<file path="config.mk">
export PLATFORM = sky130hd
export DESIGN_NAME = ks_adder_pipe
export DESIGN_NICKNAME = d
export VERILOG_FILES = /design/src/rtl/ks_adder_pipe.sv
export SDC_FILE = /design/constraint.sdc
export NUM_CORES = 1
export LEC_CHECK = 0
export CORE_MARGIN = 1.5
export CORE_UTILIZATION = 50
export DETAILED_ROUTE_END_ITERATION = 10
export PLACE_DENSITY = 0.81
export SLEW_MARGIN = 20
export SYNTH_ARGS = -nofsm -noshare
export SYNTH_HDL_FRONTEND = slang
export SYNTH_SLANG_ARGS = --single-unit
</file>
<file path="constraint.sdc">
create_clock -name clk -period 2.1 [get_ports clk]
set_input_delay 0.21 -clock clk [delete_from_list [all_inputs] [get_ports clk]]
set_output_delay 0.21 -clock clk [all_outputs]
set_load 0.01 [all_outputs]
</file>
<file path="src/rtl/ks_adder_pipe.sv">
// rtl/ks_adder_pipe.sv - pipelined Kogge-Stone adder/subtractor with stream handshake and flags
module ks_adder_pipe #(
  parameter int WIDTH      = 32,
  parameter int PIPE_EVERY = 2
) (
  input  logic             clk,
  input  logic             rst_n,
  input  logic             in_valid,
  output logic             in_ready,
  input  logic [1:0]       op,
  input  logic [WIDTH-1:0] a,
  input  logic [WIDTH-1:0] b,
  input  logic             cin,
  output logic             out_valid,
  input  logic             out_ready,
  output logic [WIDTH-1:0] sum,
  output logic             carry,
  output logic             overflow,
  output logic             zero,
  output logic             negative
);

  localparam int LEVELS = $clog2(WIDTH);
  localparam int NSTG   = (LEVELS + PIPE_EVERY - 1) / PIPE_EVERY;
  localparam int LAST   = NSTG - 1;

  // Global stall: every stage moves together or holds together.
  logic en;
  assign en       = !out_valid || out_ready;
  assign in_ready = en;

  // Per-stage sideband: bitwise propagate, carry-in, operand sign bits, valid.
  logic [WIDTH-1:0] st_p  [NSTG];
  logic             st_c0 [NSTG];
  logic             st_am [NSTG];
  logic             st_bm [NSTG];
  logic             st_v  [NSTG];

  logic [WIDTH-1:0] a_r, b_r;
  logic             c0_r, v_r;

  // Input register: B is inverted for subtract ops, carry-in resolved per op.
  always_ff @(posedge clk or negedge rst_n) begin
    if (!rst_n) begin
      v_r  <= 1'b0;
      a_r  <= '0;
      b_r  <= '0;
      c0_r <= 1'b0;
    end else if (en) begin
      v_r <= in_valid;
      if (in_valid) begin
        a_r  <= a;
        b_r  <= b ^ {WIDTH{op[1]}};
        c0_r <= (op == 2'b00) ? 1'b0 : (op == 2'b10) ? 1'b1 : cin;
      end
    end
  end

  assign st_p[0]  = a_r ^ b_r;
  assign st_c0[0] = c0_r;
  assign st_am[0] = a_r[WIDTH-1];
  assign st_bm[0] = b_r[WIDTH-1];
  assign st_v[0]  = v_r;

  for (genvar k = 0; k < LEVELS; k++) begin : g_lvl
    localparam int D = 1 << k;
    logic [WIDTH-1:0] pi, gi, po, go;

    if (k == 0) begin : g_in
      assign pi = a_r ^ b_r;
      assign gi = a_r & b_r;
    end else if ((k % PIPE_EVERY) != 0) begin : g_chain
      assign pi = g_lvl[k-1].po;
      assign gi = g_lvl[k-1].go;
    end else begin : g_bank
      logic [WIDTH-1:0] r_pp, r_gp, r_p;
      logic             r_c0, r_am, r_bm, r_v;

      // Register bank between prefix groups, carrying group P/G and sideband.
      always_ff @(posedge clk or negedge rst_n) begin
        if (!rst_n) begin
          r_pp <= '0;
          r_gp <= '0;
          r_p  <= '0;
          r_c0 <= 1'b0;
          r_am <= 1'b0;
          r_bm <= 1'b0;
          r_v  <= 1'b0;
        end else if (en) begin
          r_pp <= g_lvl[k-1].po;
          r_gp <= g_lvl[k-1].go;
          r_p  <= st_p[k/PIPE_EVERY-1];
          r_c0 <= st_c0[k/PIPE_EVERY-1];
          r_am <= st_am[k/PIPE_EVERY-1];
          r_bm <= st_bm[k/PIPE_EVERY-1];
          r_v  <= st_v[k/PIPE_EVERY-1];
        end
      end

      assign pi                   = r_pp;
      assign gi                   = r_gp;
      assign st_p[k/PIPE_EVERY]   = r_p;
      assign st_c0[k/PIPE_EVERY]  = r_c0;
      assign st_am[k/PIPE_EVERY]  = r_am;
      assign st_bm[k/PIPE_EVERY]  = r_bm;
      assign st_v[k/PIPE_EVERY]   = r_v;
    end

    // Shifted-in zeros/ones make the low D bits pass through unchanged.
    assign go = gi | (pi & {gi[WIDTH-1-D:0], {D{1'b0}}});
    assign po = pi & {pi[WIDTH-1-D:0], {D{1'b1}}};
  end

  logic [WIDTH:0]   c_vec;
  logic [WIDTH-1:0] sum_d;
  assign c_vec = {g_lvl[LEVELS-1].go | (g_lvl[LEVELS-1].po & {WIDTH{st_c0[LAST]}}), st_c0[LAST]};
  assign sum_d = st_p[LAST] ^ c_vec[WIDTH-1:0];

  // Output register: only real beats update the result so it stays clean between beats.
  always_ff @(posedge clk or negedge rst_n) begin
    if (!rst_n) begin
      out_valid <= 1'b0;
      sum       <= '0;
      carry     <= 1'b0;
      overflow  <= 1'b0;
      zero      <= 1'b0;
      negative  <= 1'b0;
    end else if (en) begin
      out_valid <= st_v[LAST];
      if (st_v[LAST]) begin
        sum      <= sum_d;
        carry    <= c_vec[WIDTH];
        overflow <= (st_am[LAST] == st_bm[LAST]) && (sum_d[WIDTH-1] != st_am[LAST]);
        zero     <= (sum_d == '0);
        negative <= sum_d[WIDTH-1];
      end
    end
  end

endmodule

</file>
==> flow_metrics.tcl, run 1 <==
set metrics [dict create \
    status "finished clean" \
    hpwl_um 23000 \
    post-route-period-util 0.975 \
    ir_drop_v 0.000925 \
    worst-r2r-setup-slack_ns 0.15 \
    p_comb_frac 0.346 \
    multi_input_area_um2 5380 \
    drive_gt1_frac 0.0884 \
    skew_ns 0.0165 \
    ioPinCount 109 \
    tns_ns 0 \
    cts_max_path_buffers 3 \
    p_per_area_nw_per_um2 1540 \
    syn_area_per_cell_um2 9.92 \
    fp.dieW_um 166 \
    layout_commonest_cell "nand2_1" \
    p_clk_frac 0.236 \
    grt_max_degree 97 \
    drt_iter0_markers 1057 \
    first_pass_iters 5 \
    cts_root_buf "clkbuf_16" \
    mostFrequentLayoutCells "nand2_1, dfrtp_1, o21ai_0" \
    gr-total-overflow 0 \
    cp-end-kind "primary output" \
    antenna_found_initial 0 \
    ys.flop_type "dfrtp_1" \
    drt_drc_violations_left 0 \
    wirelength_um 31900 \
    worst_pin_slew_ns 0.559 \
    placed_area_um2 14700 \
    rsz0062_at_grt "false" \
    sequentialPowerShare 0.418 \
    grtUsageTotal 0.240 \
    synth_edf_count 0 \
    fp-row-count 59 \
    worstPathArrival_ns 1.84 \
    floorplan.initialDensity 0.508 \
    power_mw 24.4 \
    fillCellCount 2126 \
    grt_first_pass_wirelength_um 51500 \
    synth_area_leader_cell "dfrtp_1" \
    p_sw_frac 0.371 \
    rr_endpoint "zero$_DFFE_PN0P_" \
    syn_inst 1331 \
    yosys_warnings 0 \
    vias 10100 \
    whs_ns 0.200 \
    cts_num_sinks 300 \
    detail_route.wl_per_cell_um 17.9 \
    crit_path_start_kind "flop" \
    relSlewSlack 0.627 \
    clk-insertion-delay-late_ns 0.56 \
    period_minus_slack_ns 2.05 \
    dp.cells 1730 \
    final_antenna_net_count 0 \
    netlist_top_cells_area "dfrtp_1, nand2_1, o21ai_0, a21o_1, xnor2_1" \
    layout.nets 1532 \
    synth_seq_cells 300 \
    cts_tree "yes" \
    diodes 0 \
    port_buffers 108 \
    vias_per_cell 5.64 \
    pre_cts_ws_ns 0.109 \
    startpoint "out_valid$_DFFE_PN0N_" \
    fmax_mhz 488 \
    regArea_um2 7510 \
    r2r_start "g_lvl[4].g_bank.r_c0$_DFFE_PN0N_" \
    p_int_mw 15.3 \
    stdcell_count 1783 \
    ys_seq_area_frac 0.569 \
    cts_made_buffers 30 \
    grt_pass1_vias 9820 \
    crit_path_max_fanout 6 \
    synth_cell_types 33 \
    postLayoutCellArea_um2 15800 \
    hp-class "in -> async" \
    required_ns 1.89 \
    ys_async_sr_fraction 1.00 \
    setup_viol 0 \
    utilization 0.609 \
    r2r_cells 7 \
    cap_violations 0 \
    drv_slew 0 \
    core_area_um2 26000 \
    syn_nets 1435 \
    total_leakage_power_nw 7.54 \
    dieHeight_um 166 \
    die_area_um2 27400 \
    syn2layout_area_growth_pct 19.8 \
    path_clk_slew_ns 0.06 \
    finalWeightedCongestion 0.907 \
    netlist_area_um2 13200 \
    path_class "reg -> out" \
    power.switching_mw 9.03 \
    h-tree-depth 1 \
    hold_violations 0 \
    yosysTopAreaCellShare 0.569 \
    fin_ws_ns 0.0523 \
]
-- synthesized netlist by cell type (all sizes together), types with 7 or more instances --
cell type / n
mux2: 37
nand3: 15
buf: 22
xnor2: 51
xor2: 13
nand2: 409
a21o: 72
o31ai: 23
inv: 7
a21oi: 83
clkbuf: 52
nand4: 17
o21ai: 113
o211ai: 17
nor2: 24
dfrtp: 300
o21a: 23
ha: 33
-- worst max path at each step --
| stage | endpoint | slack [ns] | depth (start not counted) |
|---|---|---|---|
| finish | in_ready | 0.05 | 3 |
| global route | in_ready | 0.007 | 3 |
| CTS | in_ready | 0.04 | 3 |
| detailed placement | zero$_DFFE_PN0P_ | 0.11 | 7 |
| global placement | zero$_DFFE_PN0P_ | 0.1 | 8 |
| floorplan | sum[28]$_DFFE_PN0P_ | 0.48 | 6 |
-- cells by family after synthesis --
| kind of cell | share of synthesized area |
|---|---|
| simple gates | 0.143 |
| flops | 0.569 |
| compound gates | 0.157 |
| xor+xnor | 0.0425 |
| mux | 0.0323 |
| buf+inv | 0.0257 |
| fa+ha+maj | 0.0313 |
-- registers in the layout, summed over array words and instances, names as in the netlist --
register,flops
a_r,32
b_r,32
c0_r,1
carry,1
g_lvl.g_bank.r_am,2
g_lvl.g_bank.r_bm,2
g_lvl.g_bank.r_c0,2
g_lvl.g_bank.r_gp,64
g_lvl.g_bank.r_p,62
g_lvl.g_bank.r_pp,64
g_lvl.g_bank.r_v,2
out_valid,1
overflow,1
sum,32
v_r,1
zero,1
-- worst max-delay path, stage by stage, from the launching register on --
cell             delay, ns
dfrtp_1               0.38
nor2b_4               0.14
inv_4                 0.11
clkdlybuf4s50_1       0.66
-- metal layers --
metal | part of all wire | GRT usage
met1 | 0.43 | 0.349
met2 | 0.45 | 0.364
met3 | 0.093 | 0.0504
met4 | 0.025 | 0.0678
met5 | 0 | 0
-- timing repair --
action	in CTS	in global routing
hold buffers	1	0
resized for setup	0	1
endpoints found under the setup margin	0	1
hold endpoints to repair	65	0
setup buffers	0	0
-- layout make-up --
class                   count  share of cell area
flip-flops and latches    300               0.475
multi-input cells         950               0.340
clock inverters            14              0.0145
clock buffers              38              0.0532
well taps                 335              0.0265
repair buffers            139              0.0895
inverters                   7             0.00182
-- power by group through the flow --
stage	registers, mW	clock network, mW	logic [mW]
CTS	10.1	5.82	8.43
finish	10.2	5.74	8.44
detailed placement	10.2	0	8.33
floorplan	9.43	0	5.65
global route	10.4	6.07	9.45
global placement	10.1	0	8.08
Power figures use the tool's default switching activity.
==> inputs of run 2 (changes only) <==
clock period = 2.2 ns   (was 2.1 ns; I/O delays follow)
==> flow_metrics.tcl, run 2 (synthesized netlist as in run 1, its figures left out) <==
set metrics [dict create \
    status "finished clean" \
    postLayoutCellArea_um2 15800 \
    power_mw 23.3 \
    cts_root_buf "clkbuf_16" \
    drt_drc_violations_left 0 \
    skew_ns 0.0211 \
    tns_ns 0 \
    rsz0062_at_grt "false" \
    fp.dieW_um 166 \
    biggestRegsByFlops "g_lvl.g_bank.r_gp: 64 flops, g_lvl.g_bank.r_pp: 64 flops, g_lvl.g_bank.r_p: 62 flops" \
    placed_area_um2 14800 \
    path_class "reg -> out" \
    hpwl_um 22800 \
    fillCellCount 2093 \
    cts_max_path_buffers 3 \
    syn2layout_area_growth_pct 19.9 \
    worstPathArrival_ns 1.87 \
    worst-r2r-setup-slack_ns 0.14 \
    setup_viol 0 \
    dieHeight_um 166 \
    cap_violations 0 \
    vias_per_cell 5.64 \
    path_clk_slew_ns 0.06 \
    fp-row-count 59 \
    final_antenna_net_count 0 \
    required_ns 1.98 \
    crit_path_max_fanout 8 \
    cp_top_family "buffers and inverters" \
    floorplan.initialDensity 0.508 \
    cts_num_sinks 300 \
    stdcell_count 1783 \
    hold_violations 0 \
    core_area_um2 26000 \
    vias 10100 \
    drive_gt1_frac 0.0863 \
    gr-total-overflow 0 \
    grt_first_pass_wirelength_um 53500 \
    finalWeightedCongestion 0.871 \
    p_per_area_nw_per_um2 1470 \
    cp_num_buf_inv 2 \
    hp-class "in -> async" \
    port_buffers 108 \
    cts_resized 0 \
    dp.cells 1727 \
    grtUsageTotal 0.249 \
    diodes 0 \
    grt_max_degree 94 \
    antenna_found_initial 0 \
    worst_pin_slew_ns 0.611 \
    cts_made_buffers 30 \
    h-tree-depth 1 \
    ir_drop_v 0.000931 \
    whs_ns 0.229 \
    cpMaxStageDelayCell "clkdlybuf4s50_1" \
    drt_iter0_markers 1074 \
    layout.nets 1529 \
    crit_path_start_kind "flop" \
    grt_pass1_vias 10200 \
    relSlewSlack 0.593 \
    cpPeakStageDelay_ns 0.65 \
    total_leakage_power_nw 7.55 \
    fmax_mhz 478 \
    detail_route.wl_per_cell_um 18.2 \
    drv_slew 0 \
    path_cells "nor2b_4 > inv_4 > clkdlybuf4s50_1" \
    cp-end-kind "primary output" \
    cts_tree "yes" \
    die_area_um2 27400 \
    wirelength_um 32400 \
    period_minus_slack_ns 2.09 \
    first_pass_iters 5 \
    layout_commonest_cell "nand2_1" \
    mostFrequentLayoutCells "nand2_1, dfrtp_1, o21ai_0" \
    clk-insertion-delay-late_ns 0.56 \
    post-route-period-util 0.951 \
    ioPinCount 109 \
]
-- run 2: cell count changes in the layout (fill, tap and decap cells not counted), moves of 2 or more --
| cell | change |
|---|---|
| clkinv_2 | +5 |
| clkbuf_1 | +2 |
| buf_12 | +3 |
| buf_4 | -6 |
| clkinvlp_4 | -2 |
-- run 2: routing by layer --
metal,vias to the layer above,track usage,wire length [um]
li1,4712,-,-
met5,-,0,0
met3,76,0.0567,2650
met1,4837,0.347,14100
met2,426,0.386,14700
met4,0,0.0804,918
-- run 2: area by class of cell --
type | count | area, um2 | area share
sequential | 300 | 7510 | 0.474
multi-input combinational | 950 | 5380 | 0.340
timing repair buffer | 136 | 1430 | 0.0904
clock buffer | 39 | 836 | 0.0528
tap | 335 | 419 | 0.0265
clock inverter | 16 | 230 | 0.0145
inverter | 7 | 28.8 | 0.00182
-- run 2: per-stage QoR --
step / utilization / setup WS [ns]
2_1_floorplan: - / 0.576
3_3_place_gp: 0.568 / 0.181
3_5_place_dp: 0.568 / 0.155
4_1_cts: 0.609 / 0.106
5_1_grt: 0.609 / 0.0664
6_report: 0.609 / 0.107
-- run 2: worst paths after layout --
check	from	cells after the start	to
setup / recovery	out_valid$_DFFE_PN0N_	3	in_ready
hold / removal	rst_n	2	b_r[8]$_DFFE_PN0P_
setup reg to reg	g_lvl[4].g_bank.r_c0$_DFFE_PN0N_	8	zero$_DFFE_PN0P_
hold reg to reg	g_lvl[2].g_bank.r_v$_DFFE_PN0N_	2	g_lvl[4].g_bank.r_v$_DFFE_PN0N_
max in group asynchronous	rst_n	3	g_lvl[4].g_bank.r_p[20]$_DFFE_PN0N_
min in group clk	op[1]	3	b_r[13]$_DFFE_PN0P_
-- run 2: power breakdown --
group,internal (mW),switching (mW)
clock,3.36,2.13
sequential,7.69,2.00
combinational,3.55,4.59
total,14.6,8.72
-- run 2: what timing repair did --
item / in CTS / in global routing
hold buffers: 1 / 0
buffers inserted: 0 / 0
endpoints found under the hold margin: 66 / 0
